--- config.mk ---
export PLATFORM = sky130hd
export DESIGN_NAME = ccff_loader_flat
export DESIGN_NICKNAME = d
export VERILOG_FILES = /design/src/rtl/ccff_loader_if.sv /design/src/rtl/ccff_loader.sv /design/src/flat_wrapper.sv
export SDC_FILE = /design/constraint.sdc
export NUM_CORES = 1
export LEC_CHECK = 0
export BUFFER_PORTS_ARGS = -buffer_cell sky130_fd_sc_hd__clkbuf_2
export CORE_ASPECT_RATIO = 1.2
export CORE_MARGIN = 2
export CORE_UTILIZATION = 43
export CTS_CLUSTER_SIZE = 25
export DETAILED_ROUTE_END_ITERATION = 10
export SYNTH_ARGS = -nofsm -noshare
export SYNTH_HDL_FRONTEND = slang
export SYNTH_SLANG_ARGS = --single-unit
--- constraint.sdc ---
create_clock -name prog_clk -period 2.8 [get_ports prog_clk]
set_clock_uncertainty 0.1 [all_clocks]
set_input_delay 0.28 -clock prog_clk [delete_from_list [all_inputs] [get_ports prog_clk]]
set_output_delay 0.28 -clock prog_clk [all_outputs]
set_load 0.1 [all_outputs]
--- src/rtl/ccff_loader_if.sv ---
// Bitstream word handshake between a configuration source and ccff_loader.
interface ccff_loader_if #(
  parameter int WORD_W = 32
) ();
  logic              cfg_valid;
  logic              cfg_ready;
  logic [WORD_W-1:0] cfg_data;

  modport master (output cfg_valid, output cfg_data, input cfg_ready);
  modport slave  (input cfg_valid, input cfg_data, output cfg_ready);
endinterface

--- src/rtl/ccff_loader.sv ---
// Configuration-chain loader: serializes bitstream words MSB-first into ccff_head.
// Optional macro CCFF_READBACK_EN adds a CRC-16-CCITT signature of ccff_tail on rb_crc.
module ccff_loader #(
  parameter int CHAIN_LEN = 28,
  parameter int WORD_W    = 32,
  parameter int CNT_W     = 16
) (
  input  logic         prog_clk,
  input  logic         pReset,
  input  logic         start,
  ccff_loader_if.slave cfg,
  output logic         ccff_head,
  output logic         ccff_shift_en,
  input  logic         ccff_tail,
  output logic         busy,
  output logic         done,
  output logic [15:0]  rb_crc
);

  localparam int WL_W = $clog2(WORD_W + 1);

  typedef enum logic [1:0] {IDLE, LOAD, SHIFT, DONE} state_e;

  state_e            state_q, state_d;
  logic [CNT_W-1:0]  bits_left_q, bits_left_d;
  logic [WL_W-1:0]   word_left_q, word_left_d;
  logic [WORD_W-1:0] shreg_q, shreg_d;
  logic              head_q, head_d;
  logic              shen_q, shen_d;
  logic              accept;

  always_comb begin
    state_d     = state_q;
    bits_left_d = bits_left_q;
    word_left_d = word_left_q;
    shreg_d     = shreg_q;
    accept      = (state_q == LOAD) && cfg.cfg_valid;

    case (state_q)
      IDLE: begin
        bits_left_d = CNT_W'(CHAIN_LEN);
        if (start) state_d = LOAD;
      end
      LOAD: begin
        if (accept) begin
          shreg_d     = cfg.cfg_data;
          word_left_d = (32'(bits_left_q) > WORD_W) ? WL_W'(WORD_W) : WL_W'(bits_left_q);
          state_d     = SHIFT;
        end
      end
      SHIFT: begin
        shreg_d     = shreg_q << 1;
        bits_left_d = bits_left_q - CNT_W'(1);
        word_left_d = word_left_q - WL_W'(1);
        if (word_left_q == WL_W'(1)) begin
          state_d = (bits_left_q == CNT_W'(1)) ? DONE : LOAD;
        end
      end
      DONE:    state_d = IDLE;
      default: state_d = IDLE;
    endcase

    // Outputs are registered from next-state so the chain sees them with no input path.
    shen_d = (state_d == SHIFT);
    head_d = (state_d == SHIFT) && shreg_d[WORD_W-1];
  end

  always_ff @(posedge prog_clk) begin
    if (pReset) begin
      state_q     <= IDLE;
      bits_left_q <= '0;
      word_left_q <= '0;
      shreg_q     <= '0;
      head_q      <= 1'b0;
      shen_q      <= 1'b0;
    end else begin
      state_q     <= state_d;
      bits_left_q <= bits_left_d;
      word_left_q <= word_left_d;
      shreg_q     <= shreg_d;
      head_q      <= head_d;
      shen_q      <= shen_d;
    end
  end

  assign ccff_head     = head_q;
  assign ccff_shift_en = shen_q;
  assign cfg.cfg_ready = (state_q == LOAD);
  assign busy          = (state_q == LOAD) || (state_q == SHIFT);
  assign done          = (state_q == DONE);

`ifdef CCFF_READBACK_EN
  logic [15:0] crc_q, crc_d;
  logic        crc_fb;

  // Tail is sampled in the same cycles the chain is clocked, yielding its old contents.
  always_comb begin
    crc_d  = crc_q;
    crc_fb = crc_q[15] ^ ccff_tail;
    if ((state_q == IDLE) && start) begin
      crc_d = 16'hFFFF;
    end else if (shen_q) begin
      crc_d = {crc_q[14:0], 1'b0} ^ (crc_fb ? 16'h1021 : 16'h0000);
    end
  end

  always_ff @(posedge prog_clk) begin
    if (pReset) crc_q <= '0;
    else        crc_q <= crc_d;
  end

  assign rb_crc = crc_q;
`else
  logic unused_tail;
  assign unused_tail = ccff_tail;
  assign rb_crc      = '0;
`endif

endmodule

--- src/flat_wrapper.sv ---
// flat-port wrapper written by rule: the top's interface ports become plain ports
module ccff_loader_flat 
#(
  parameter int CHAIN_LEN = 28,
  parameter int WORD_W    = 32,
  parameter int CNT_W     = 16
)
  (prog_clk, pReset, start, ccff_head, ccff_shift_en, ccff_tail, busy, done, rb_crc, cfg_cfg_valid, cfg_cfg_data, cfg_cfg_ready);
  ccff_loader_if #(.WORD_W(WORD_W)) cfg_i ();
  input  logic prog_clk;
  input  logic pReset;
  input  logic start;
  output logic ccff_head;
  output logic ccff_shift_en;
  input  logic ccff_tail;
  output logic busy;
  output logic done;
  output logic [15:0] rb_crc;
  input wire logic [$bits(cfg_i.cfg_valid)-1:0] cfg_cfg_valid;
  input wire logic [$bits(cfg_i.cfg_data)-1:0] cfg_cfg_data;
  output wire logic [$bits(cfg_i.cfg_ready)-1:0] cfg_cfg_ready;
  assign cfg_i.cfg_valid = cfg_cfg_valid;
  assign cfg_i.cfg_data = cfg_cfg_data;
  assign cfg_cfg_ready = cfg_i.cfg_ready;
  ccff_loader #(.CHAIN_LEN(CHAIN_LEN), .WORD_W(WORD_W), .CNT_W(CNT_W)) u_core (.prog_clk(prog_clk), .pReset(pReset), .start(start), .cfg(cfg_i), .ccff_head(ccff_head), .ccff_shift_en(ccff_shift_en), .ccff_tail(ccff_tail), .busy(busy), .done(done), .rb_crc(rb_crc));
endmodule
## After elaboration in Yosys (flattened, before gate mapping)

Cells that the tools add are included.

| cells by class | value |
|---|---|
| equal/unequal tests | 7 |
| muxes and demuxes | 11 |
| order comparisons | 1 |
| reductions and logical operators | 7 |
| add/sub/neg operators | 2 |

Operators with widths:

| kind | count |
|---|---|
| 32-bit case mux with 2 select lines | 1 |
| 32-bit two-way mux | 1 |
| 16-bit case mux with 2 select lines | 1 |
| 16-bit by 1-bit equality test with 1-bit output, second input constant | 1 |
| 16-bit by 6-bit greater-than comparator with 1-bit output, second input constant | 1 |
| 16-bit by 1-bit subtractor with 16-bit output, second input constant | 1 |
| 6-bit two-way mux | 2 |
| 6-bit case mux with 2 select lines | 1 |
| 2-bit two-way mux | 4 |
| 2-bit case mux with 4 select lines | 1 |
| 2-bit equality test, second input constant | 3 |
| 6-bit by 1-bit equality test with 1-bit output, second input constant | 1 |
| 6-bit by 1-bit subtractor with 6-bit output, second input constant | 1 |
| 2-bit nonzero test | 2 |
| 2-bit by 1-bit equality test with 1-bit output, second input constant | 1 |
| 1-bit logical AND | 2 |
| 2-bit zero test | 1 |
| 2-bit by 1-bit != test with 1-bit output, second input constant | 1 |
| 2-bit AND reduction | 1 |
| 1-bit logical OR | 1 |

| word-level totals | value |
|---|---|
| bits in registers | 58 |
| logic and storage cells | 35 |
| output and inout port bits | 21 |
| bits of input ports | 37 |

## Logic depth before layout (Yosys ltp)

Gate-level depths: netlist (run 1).

| logic depth | value |
|---|---|
| word-level depth | 6 |
| depth in mapped cells | 8 |
| gate-level depth less buffers | 6 |

## Worst setup path after synthesis (run 1)

No wires, ideal clock.

| path | value |
|---|---|
| path type | reg2reg |
| from | register u_core.state_q[1] |
| to | register u_core.shreg_q[27] |
| setup time | 0.128 ns |
| buffers on the path | 1 |
| data arrival time | 2.384 ns |
| period minus slack after synthesis | 2.611 ns |
| data required time | 2.572 ns |
| stages on the path, launching flop included | 8 |
| path slack | 0.189 ns |
| path through | dfxtp_1 inv_1 ha_1 mux2i_1 nor2_1 clkbuf_1 a22oi_1 nor2_1 |

| between the ends | value |
|---|---|
| word-level cells in the longest chain between the ends | 4 |
| elaborated cells on any way between the ends | 7 |
| classes of those cells | eq/ne: 3; mux: 1; reduce/logical: 3 |

Ends and longest elaborated chain:

| what | RTL line | text |
|---|---|---|
| start, declared | ccff_loader.sv:24 | `state_e state_q, state_d;` |
| start signal, assigned | ccff_loader.sv:77 | `state_q <= state_d;` |
| 2-bit by 1-bit equality test with 1-bit output (*) | n/a |  |
| via cfg_cfg_ready | flat_wrapper.sv:21 | `output wire logic [$bits(cfg_i.cfg_ready)-1:0] cfg_cfg_ready;` |
| 1-bit logical AND | ccff_loader.sv:37 | `accept = (state_q == LOAD) && cfg.cfg_valid;` |
| 2-bit by 1-bit != test with 1-bit output (no source line) | n/a |  |
| 2-bit AND reduction (no source line) | n/a |  |
| end signal, assigned | ccff_loader.sv:80 | `shreg_q <= shreg_d;` |
| end, declared | ccff_loader.sv:27 | `logic [WORD_W-1:0] shreg_q, shreg_d;` |

Mark *: on every way through the listed nets, which the timed path passes. The rest lies on a longest branch.
A chain may end at the register's enable or synchronous reset.

## Worst setup path in the final report (run 1)

| path | value |
|---|---|
| from | register u_core.state_q[1] |
| to | output busy |

| between the ends | value |
|---|---|
| word-level cells in the longest chain between the ends | 2 |
| elaborated cells on any way between the ends | 3 |
| classes of those cells | eq/ne: 2; reduce/logical: 1 |

Ends and longest elaborated chain:

| what | RTL line | text |
|---|---|---|
| 2-bit by 1-bit equality test with 1-bit output / 2-bit equality test (equally long branches) | ccff_loader.sv:89 | `assign busy = (state_q == LOAD) \|\| (state_q == SHIFT);` |
| 1-bit logical OR (*) | ccff_loader.sv:89 |  |
| end, declared | flat_wrapper.sv:16 | `output logic busy;` |

Mark *: on every way between the ends. The rest lies on a longest branch, timed or not.

==> results.tsv, run 1 <==
stage	metric	value	unit
status	status	completed	
layout	design area	3440	µm²
die	Core Region	6810	µm²
clocking	CTS Hold Bufs	0	
synthesis	largest cells by area after synthesis	dfxtp_1 39%, a22o_1 8.8%, a22oi_1 7.5%	
critical_path	CP max FO	6	
clocking	htree depth	3	
sta	Final setup viols	0	
synthesis	Synth warnings	0	
sta	Final min period	2.18	ns
synthesis	Synth Area in Adders	0.0376	
synthesis	Post-Synth Simple-Gate Area	0.187	
global_route	antenna violations before repair	0	
clocking	clock-pin slew on the worst setup and hold paths	0.06	ns
flow_run	Max-cap violations	0	
detailed_routing	DRT iter0 DRCs	114	
power_and_ir_drop	worst vdd ir	290	µV
layout	n_diodes	0	
critical_path	RR Startpoint	u_core.state_q[0]$_SDFF_PP0_	
synthesis	main flop type after synthesis	dfxtp_1	
synthesis	number of distinct library cells after synthesis	55	
layout	post-layout util	0.505	
synthesis	Post-synth top cells	58 x dfxtp_1, 48 x nor2_1, 30 x a22o_1, 30 x a22oi_1, 20 x clkbuf_1	
die	initial core utilization	0.440	
die	# IOs	58	
sta	Post-Route Setup TNS	0	ns
synthesis	share of the synthesized area in the top cell type	0.387	
detailed_routing	via count	2580	
clocking	clock insertion delay at the later pin of the skew report	0.33	ns
critical_path	worst path required time	2.42	ns
detailed_routing	Routed Antenna Nets	0	
clocking	CTS max path bufs	2	
synthesis	Syn Inst Count	337	
global_route	Remaining Overflow, GRT	0	
power_and_ir_drop	pwr dens	683	nW/µm²
sta	Least-Margin Pin Slew	0.585	ns
place	placement-stage cell area	3220	µm²
layout	fraction of layout cells with a size suffix above 1	0.211	
detailed_routing	final wirelength	6750	µm
global_route	first-pass GRT wire length	11200	µm
detailed_routing	DR pass1 iterations	4	
die	DIE AREA	7660	µm²
synthesis	EDFF count, synth	0	
synthesis	largest family of logic cells by synthesized area	compound AO/OA/AOI/OAI gates	
sta	unrepaired setup endpoints after global routing	no	
layout	Area Growth Syn to Fin	14.7	%
synthesis	Syn Std Cell Area	3000	µm²
sta	Highest Clock Rate	458	MHz
layout	fin nets	416	
critical_path	Arr. time, crit path	1.80	ns
clocking	total CTS buffers	9	
detailed_routing	via density per instance	5.58	
global_route	vias in the first global route	2454	
synthesis	biggest area consumer among synthesized cells	dfxtp_1	
worst_hold_path	HP Class	primary input to flip-flop	
clocking	CTS tree	built	
sta	final hold violation count	0	
worst_hold_path	min-delay src	cfg_cfg_data[0]	
critical_path	Crit Path Category	flip-flop to output port	
synthesis	most common cell in the netlist	dfxtp_1	
synthesis	asr flop ratio synth	0	
clocking	post-CTS resize count	0	
sta	Slew Viols, Final	0	
global_route	Overall Global Routing Usage	0.187	
sta	final cycle utilization of the critical path	0.780	
synthesis	mux contribution to synthesized area	0.0217	
place	I/O Buffers	40	
critical_path	Worst Setup End Kind	output port	
sta	Rel. slew slack	0.607	
critical_path	Critical path origin	u_core.state_q[1]$_SDFF_PP0_	
synthesis	Avg Synthesized Cell Area	8.89	µm²
synthesis	register area share after synthesis	0.387	
die	FP Rows	33	
place	dpl hpwl	4410	µm
detailed_routing	DRC viols	0	
synthesis	Post-Synth XOR/XNOR Area	0.00292	
place	Placer Congestion	0.736	
global_route	largest net degree at the start of global routing	55	
clocking	CTS root buf	clkbuf_8	
clocking	clock sink total	58	
clocking	post-CTS setup buffers	0	
synthesis	Yosys reg bits	58	
die	Die H	95.4	µm
detailed_routing	DR WL/cell	14.6	µm
critical_path	CP Launch Type	flip-flop	
die	Die W	80.2	µm
synthesis	Synth Area in Compound Gates	0.276	
power_and_ir_drop	Lkg Pwr	1.38	nW
## layer usage
layer,GRT usage,part of all wire,vias up
li1,-,-,1298
met1,0.216,0.45,1226
met3,0.0464,0.040,11
met2,0.323,0.49,45
met4,0.0890,0.019,0
met5,0,0,-
## report_power, final
| part | switching [mW] | internal, mW |
|---|---|---|
| registers | 0.0481 | 0.859 |
| logic | 0.438 | 0.178 |
| clock network | 0.316 | 0.509 |
| total | 0.802 | 1.55 |
## path summary, 6_finish.rpt
check	to	slack, ns	depth (start not counted)
setup / recovery	busy	0.62	3
hold / removal	u_core.shreg_q[0]$_SDFFE_PP0P_	0.13	3
hold reg to reg	u_core.word_left_q[5]$_SDFFE_PP0P_	0.40	2
setup reg to reg	u_core.bits_left_q[15]$_SDFFE_PP0P_	0.64	7
## layout by cell type (no fill, tap or decap), drive strengths merged, types with 3 or more instances in the layout
cell / n
dfxtp: 58
conb: 16
inv: 12
nand2b: 4
nand3: 7
a22oi: 30
nor2b: 4
o311ai: 4
buf: 7
a211oi: 4
o21ai: 6
and3: 3
a32oi: 3
clkbuf: 55
ha: 9
nor2: 48
nor3: 9
mux2: 4
a22o: 30
a21oi: 12
nor4: 3
or4: 5
nand2: 5
or3: 5
## state kept, by name, indices dropped and copies added, names as in the netlist
register,flops
u_core.word_left_q,6
u_core.bits_left_q,16
u_core.ccff_head,1
u_core.ccff_shift_en,1
u_core.shreg_q,32
u_core.state_q,2
## worst max-delay path, stage by stage (launching register included)
cell and delay [ns]:
dfxtp_1 0.44, inv_1 0.13, ha_1 0.41, clkbuf_2 0.49
## kinds of logic after synthesis
kind of cell | after synthesis
AO/OA/AOI/OAI | 107
XOR/XNOR | 1
adder cells (fa/ha/maj) | 9
buffers and inverters | 52
flip-flops | 58
multiplexers | 6
other | 1
AND/OR/NAND/NOR | 103
## metrics by stage
stage | power, mW | worst slack (ns) | std cells | hold slack, ns
after floorplan | 1.42 | 0.189 | 352 | 0.352
after global placement | 1.53 | 0.689 | 446 | 0.385
after detailed placement | 1.54 | 0.675 | 446 | 0.391
after CTS | 2.37 | 0.591 | 462 | 0.114
after global routing | 2.46 | 0.480 | 462 | 0.125
final | 2.35 | 0.617 | 462 | 0.125
## final cells by class
cell class,count,area (µm²)
clock buffer,15,186
timing repair buffer,47,253
clock inverter,1,30.0
tap,87,109
fill,677,3380
inverter,12,45.0
sequential,58,1160
multi-input combinational,242,1650
(Power assumes the default switching activity.)
==> run 2: changes to the inputs <==
==> constraint.sdc (replaced) <==
create_clock -name prog_clk -period 2.15 [get_ports prog_clk]
set_clock_uncertainty 0.1 [all_clocks]
set_input_delay 0.215 -clock prog_clk [delete_from_list [all_inputs] [get_ports prog_clk]]
set_output_delay 0.215 -clock prog_clk [all_outputs]
set_load 0.1 [all_outputs]
==> run 2 against run 1 <==
Net effect:
- critical path type is now flip-flop to flip-flop
- combinational power up 41%
- sequential share of layout area down 1.0 points
- register-to-register slack got worse by 0.53 ns
- via count rose by 2.9%
- core utilization is 1.6 points higher
==> results.tsv, run 2 (same netlist as run 1, synthesis figures left out) <==
stage	metric	value	unit	change
clocking	clock sink total	58		unchanged
global_route	first-pass GRT wire length	11500	µm	+2.2%
sta	final hold violation count	0		unchanged
power_and_ir_drop	worst vdd ir	358	µV	+24%
place	Placer Congestion	0.823		+12%
sta	Highest Clock Rate	489	MHz	
clocking	CTS Hold Bufs	0		unchanged
sta	Least-Margin Pin Slew	0.540	ns	-0.0457 ns
detailed_routing	Highest Signal Layer	met4		
layout	multi-input logic area	1670	µm²	+0.91%
detailed_routing	final wirelength	6810	µm	+0.84%
layout	commonest non-fill, non-tap cell in the layout	dfxtp_1		
flow_run	Max-cap violations	0		unchanged
die	Die H	95.4	µm	unchanged
layout	Largest regs	u_core.shreg_q (32), u_core.bits_left_q (16), u_core.word_left_q (6)		
die	# IOs	58		unchanged
layout	n_diodes	0		unchanged
power_and_ir_drop	Lkg Pwr	1.43	nW	+3.4%
layout	largest reg by FF count	u_core.shreg_q		
sta	Final min period	2.04	ns	
die	Core Region	6810	µm²	unchanged
global_route	Remaining Overflow, GRT	0		unchanged
worst_hold_path	HP Class	primary input to flip-flop		
detailed_routing	via count	2655		+2.9%
sta	Slew Viols, Final	0		unchanged
global_route	largest net degree at the start of global routing	48		-13%
detailed_routing	via density per instance	5.65		+1.2%
power_and_ir_drop	pwr dens	879	nW/µm²	+29%
clocking	clock-pin slew on the worst setup and hold paths	0.07	ns	about the same
critical_path	worst path required time	2.27	ns	-0.15 ns
clocking	htree depth	3		unchanged
global_route	antenna violations before repair	0		unchanged
sta	Post-Route Setup TNS	0	ns	unchanged
layout	Reg area	1160	µm²	unchanged
global_route	vias in the first global route	2478		+0.98%
die	Die W	80.2	µm	unchanged
layout	Largest register FFs	32		unchanged
place	dpl hpwl	4610	µm	+4.5%
detailed_routing	metal3 WL	348	µm	+28%
sta	final worst slack	0.106	ns	-0.511 ns
detailed_routing	DR pass1 iterations	5		+1
place	I/O Buffers	40		unchanged
clocking	CTS root buf	clkbuf_8		
critical_path	Arr. time, crit path	2.17	ns	+0.37 ns
detailed_routing	met2 wire len	3350	µm	+0.57%
critical_path	Crit Path Category	flip-flop to flip-flop		
die	DIE AREA	7660	µm²	unchanged
power_and_ir_drop	sw frac	0.344		+0.00222
clocking	CTS max path bufs	2		unchanged
layout	fin nets	424		+1.9%
power_and_ir_drop	switching pwr	1.07	mW	+34%
critical_path	Worst Setup End Kind	flip-flop		
power_and_ir_drop	Comb pwr share	0.279		+0.017
clocking	post-CTS resize count	0		unchanged
critical_path	CP max FO	5		-1
place	dpl ws	0.109	ns	-0.566 ns
power_and_ir_drop	cell-internal power	2.04	mW	+32%
detailed_routing	Routed Antenna Nets	0		unchanged
global_route	Overall Global Routing Usage	0.189		+0.00210
die	FP Rows	33		unchanged
sta	unrepaired setup endpoints after global routing	no		
layout	fraction of layout cells with a size suffix above 1	0.232		+0.0217
clocking	CTS tree	built		
sta	Final setup viols	0		unchanged
sta	final cycle utilization of the critical path	0.951		
detailed_routing	DRC viols	0		unchanged
detailed_routing	DRT iter0 DRCs	107		-6.1%
layout	highest-count cells in the layout ignoring fill and taps	58 x dfxtp_1, 47 x nor2_1, 39 x clkbuf_2, 30 x a22o_1, 30 x a22oi_1		
power_and_ir_drop	Tot Pwr	3.12	mW	+33%
detailed_routing	DR WL/cell	14.5	µm	-0.87%
critical_path	CP Launch Type	flip-flop		
layout	Area Growth Syn to Fin	18.3	%	
sta	Rel. slew slack	0.642		+0.0350
status	status	completed		
clocking	post-CTS setup buffers	0		unchanged
layout	Filler cells	645		-4.7%
clocking	total CTS buffers	9		unchanged
clocking	clock insertion delay at the later pin of the skew report	0.33	ns	about the same
die	initial core utilization	0.440		unchanged
power_and_ir_drop	Clock Power Share	0.349		-0.003
power_and_ir_drop	sequential power share	0.373		-0.013
detailed_routing	Routed met1 length	2990	µm	-0.96%
==> run 2: worst paths after layout <==
| check | from | depth (start not counted) | endpoint | slack, ns |
|---|---|---|---|---|
| setup / recovery | u_core.bits_left_q[9]$_SDFFE_PP0P_ | 4 | u_core.bits_left_q[15]$_SDFFE_PP0P_ | 0.11 |
| hold / removal | cfg_cfg_data[0] | 3 | u_core.shreg_q[0]$_SDFFE_PP0P_ | 0.06 |
| setup reg to reg | u_core.bits_left_q[9]$_SDFFE_PP0P_ | 4 | u_core.bits_left_q[15]$_SDFFE_PP0P_ | 0.11 |
| hold reg to reg | u_core.shreg_q[0]$_SDFFE_PP0P_ | 2 | u_core.shreg_q[0]$_SDFFE_PP0P_ | 0.40 |
==> run 2: cell type report <==
type	count	share of cell area
clock buffer	11	0.0371
clock inverter	5	0.0222
inverter	12	0.0127
multi-input combinational	242	0.470
sequential	58	0.327
tap	87	0.0307
timing repair buffer	55	0.0995
==> run 2: through the flow <==
step	std cells	instance area (µm²)	hold WS, ns	util
3_5_place_dp	454	3340	0.388	0.490
4_1_cts	470	3550	0.0535	0.520
5_1_grt	470	3550	0.0756	0.520
3_3_place_gp	454	3340	0.381	0.490
6_report	470	3550	0.0578	0.520
2_1_floorplan	352	3070	0.287	-
==> run 2: critical path, cell delays in order (launching register included) <==
cell and delay (ns):
dfxtp_1 0.34, or4_4 0.56, or3_4 0.38, nor3_1 0.21, mux2_2 0.35
==> run 2: power groups by stage <==
stage          logic [mW]  registers, mW  clock network (mW)
2_1_floorplan       0.684           1.19                   0
3_3_place_gp        0.872           1.18                   0
3_5_place_dp        0.871           1.19                   0
4_1_cts             0.874           1.16                1.12
5_1_grt             0.950           1.17                1.17
6_report            0.869           1.16                1.09
==> run 2: per-layer routing <==
| layer | GRT usage | vias to the layer above |
|---|---|---|
| met2 | 0.310 | 58 |
| met4 | 0.0833 | 0 |
| met5 | 0 | - |
| li1 | - | 1311 |
| met1 | 0.235 | 1276 |
| met3 | 0.0464 | 10 |
==> run 3: changes to the inputs <==
--- a/config.mk
+++ b/config.mk
@@ -5,12 +5,13 @@
 export SDC_FILE = /design/constraint.sdc
 export NUM_CORES = 1
 export LEC_CHECK = 0
-export BUFFER_PORTS_ARGS = -buffer_cell sky130_fd_sc_hd__clkbuf_2
 export CORE_ASPECT_RATIO = 1.2
 export CORE_MARGIN = 2
 export CORE_UTILIZATION = 43
 export CTS_CLUSTER_SIZE = 25
 export DETAILED_ROUTE_END_ITERATION = 10
+export DONT_BUFFER_PORTS = 1
 export SYNTH_ARGS = -nofsm -noshare
 export SYNTH_HDL_FRONTEND = slang
 export SYNTH_SLANG_ARGS = --single-unit
+export TNS_END_PERCENT = 5
==> constraint.sdc (replaced) <==
create_clock -name prog_clk -period 2.15 [get_ports prog_clk]
set_clock_uncertainty 0.1 [all_clocks]
set_input_delay 0.215 -clock prog_clk [delete_from_list [all_inputs] [get_ports prog_clk]]
set_output_delay 0.215 -clock prog_clk [all_outputs]
set_load 0.05 [all_outputs]
==> run 3 against run 2 <==
Net effect:
- combinational power fell by 17%
- power fell by 3.5%
- cell count fell by 7.2%
- non-clock buffer count fell by 34
- highest routed layer unchanged
==> results.tsv, run 3 (same netlist as run 1, synthesis figures left out) <==
stage	metric	value	unit	change
sta	final cycle utilization of the critical path	0.960		+0.00918
sta	Rel. slew slack	0.536		-0.105
critical_path	CP max FO	7		+2
global_route	first-pass GRT wire length	11200	µm	-2.0%
die	FP Rows	33		unchanged
global_route	Remaining Overflow, GRT	0		unchanged
sta	unrepaired setup endpoints after global routing	yes		
sta	Slew Viols, Final	0		unchanged
layout	post-layout util	0.496		-0.0241
layout	fin cells	436		-7.2%
die	Die W	80.2	µm	unchanged
clocking	CTS max path bufs	2		unchanged
layout	largest reg by FF count	u_core.shreg_q		
clocking	clock sink total	58		unchanged
clocking	post-CTS setup buffers	0		unchanged
clocking	clock insertion delay at the later pin of the skew report	0.34	ns	about the same
critical_path	CP Launch Type	flip-flop		
layout	commonest non-fill, non-tap cell in the layout	dfxtp_1		
sta	Least-Margin Pin Slew	0.694	ns	+0.154 ns
critical_path	Worst Setup End Kind	flip-flop		
global_route	largest net degree at the start of global routing	54		+13%
power_and_ir_drop	worst vdd ir	621	µV	+73%
detailed_routing	DR pass1 iterations	4		-1
layout	Filler cells	682		+5.7%
layout	Area Growth Syn to Fin	12.9	%	
clocking	htree depth	3		unchanged
detailed_routing	via density per instance	5.75		+1.7%
worst_hold_path	HP Class	primary input to flip-flop		
sta	Post-Route Setup TNS	0	ns	unchanged
detailed_routing	Routed Antenna Nets	0		unchanged
die	Core Region	6810	µm²	unchanged
sta	Final setup viols	0		unchanged
clocking	total CTS buffers	9		unchanged
global_route	vias in the first global route	2339		-5.6%
clocking	clock-pin slew on the worst setup and hold paths	0.06	ns	about the same
layout	fraction of layout cells with a size suffix above 1	0.158		-0.0748
status	status	completed		
sta	Final min period	2.06	ns	+0.0197 ns
layout	highest-count cells in the layout ignoring fill and taps	58 x dfxtp_1, 47 x nor2_1, 30 x a22o_1, 30 x a22oi_1, 18 x buf_4		
layout	fin nets	390		-8.0%
die	initial core utilization	0.440		unchanged
layout	n_diodes	0		unchanged
place	dpl hpwl	4430	µm	-3.8%
die	# IOs	58		unchanged
place	I/O Buffers	0		-100%
power_and_ir_drop	Lkg Pwr	1.29	nW	-9.7%
place	Placed Cells	418		-7.9%
clocking	CTS root buf	clkbuf_8		
die	Die H	95.4	µm	unchanged
power_and_ir_drop	pwr dens	890	nW/µm²	+1.2%
global_route	antenna violations before repair	0		unchanged
critical_path	Arr. time, crit path	2.19	ns	+0.02 ns
sta	final hold violation count	0		unchanged
layout	Largest register FFs	32		unchanged
flow_run	Max-cap violations	0		unchanged
die	DIE AREA	7660	µm²	unchanged
sta	Highest Clock Rate	484	MHz	-0.96%
detailed_routing	via count	2505		-5.6%
detailed_routing	final wirelength	6750	µm	-0.90%
detailed_routing	DRC viols	0		unchanged
clocking	CTS tree	built		
place	Placer Congestion	0.798		-3.0%
global_route	Overall Global Routing Usage	0.188		-0.00122
detailed_routing	DR WL/cell	15.5	µm	+6.8%
layout	Largest regs	u_core.shreg_q (32), u_core.bits_left_q (16), u_core.word_left_q (6)		
detailed_routing	DRT iter0 DRCs	99		-7.5%
critical_path	worst path required time	2.28	ns	about the same
critical_path	Crit Path Category	flip-flop to flip-flop		
==> run 3: worst max-delay path, stage by stage (launching register included) <==
cell     delay [ns]
dfxtp_1        0.36
or4_4          0.56
or3_4          0.37
nor3_1         0.22
mux2_2         0.35
==> run 3: report_power, final <==
part / leakage (nW) / switching, mW / internal [mW]
clock network: 0.109 / 0.430 / 0.680
logic: 0.715 / 0.462 / 0.257
registers: 0.469 / 0.0619 / 1.12
total: 1.29 / 0.954 / 2.05
==> run 3: cell type report <==
type	count	area, µm²	area share
inverters	12	45.0	0.0133
flip-flops and latches	58	1160	0.343
clock inverters	5	77.6	0.0229
well taps	87	109	0.0322
clock buffers	11	141	0.0418
repair buffers	21	176	0.0522
multi-input cells	242	1670	0.494
==> run 3: worst paths after layout <==
kind | startpoint | end | slack, ns | cells after the start
worst max register to register | u_core.bits_left_q[8]$_SDFFE_PP0P_ | u_core.bits_left_q[15]$_SDFFE_PP0P_ | 0.09 | 4
worst min register to register | u_core.word_left_q[5]$_SDFFE_PP0P_ | u_core.word_left_q[5]$_SDFFE_PP0P_ | 0.40 | 2
worst min-delay path | pReset | u_core.bits_left_q[15]$_SDFFE_PP0P_ | 0.01 | 2
worst max-delay path | u_core.bits_left_q[8]$_SDFFE_PP0P_ | u_core.bits_left_q[15]$_SDFFE_PP0P_ | 0.09 | 4
==> run 3: metrics by stage <==
stage | worst slack (ns) | power [mW] | instance area (µm²) | hold WS, ns
finish | 0.0860 | 3.01 | 3380 | 0.0116
global route | -0.00575 | 3.16 | 3380 | 0.0224
CTS | 0.0849 | 3.03 | 3370 | 0.00675
detailed placement | -0.109 | 1.89 | 3110 | 0.195
global placement | -0.0953 | 1.88 | 3110 | 0.191
floorplan | 0.0657 | 1.74 | 3060 | 0.287
==> run 3: repair_timing <==
action                                  CTS  global route
hold endpoints to repair                 54             0
hold buffers                              2             0
resized for setup                         1             3
cloned                                    0             0
endpoints found under the setup margin   30             5
==> run 3: per-layer routing <==
metal  vias to the layer above  part of all wire  GRT usage
met3                         9             0.045     0.0540
met2                        53              0.48      0.299
li1                       1240                 -          -
met1                      1203              0.46      0.238
met4                         0             0.017     0.0805
met5                         -                 0          0
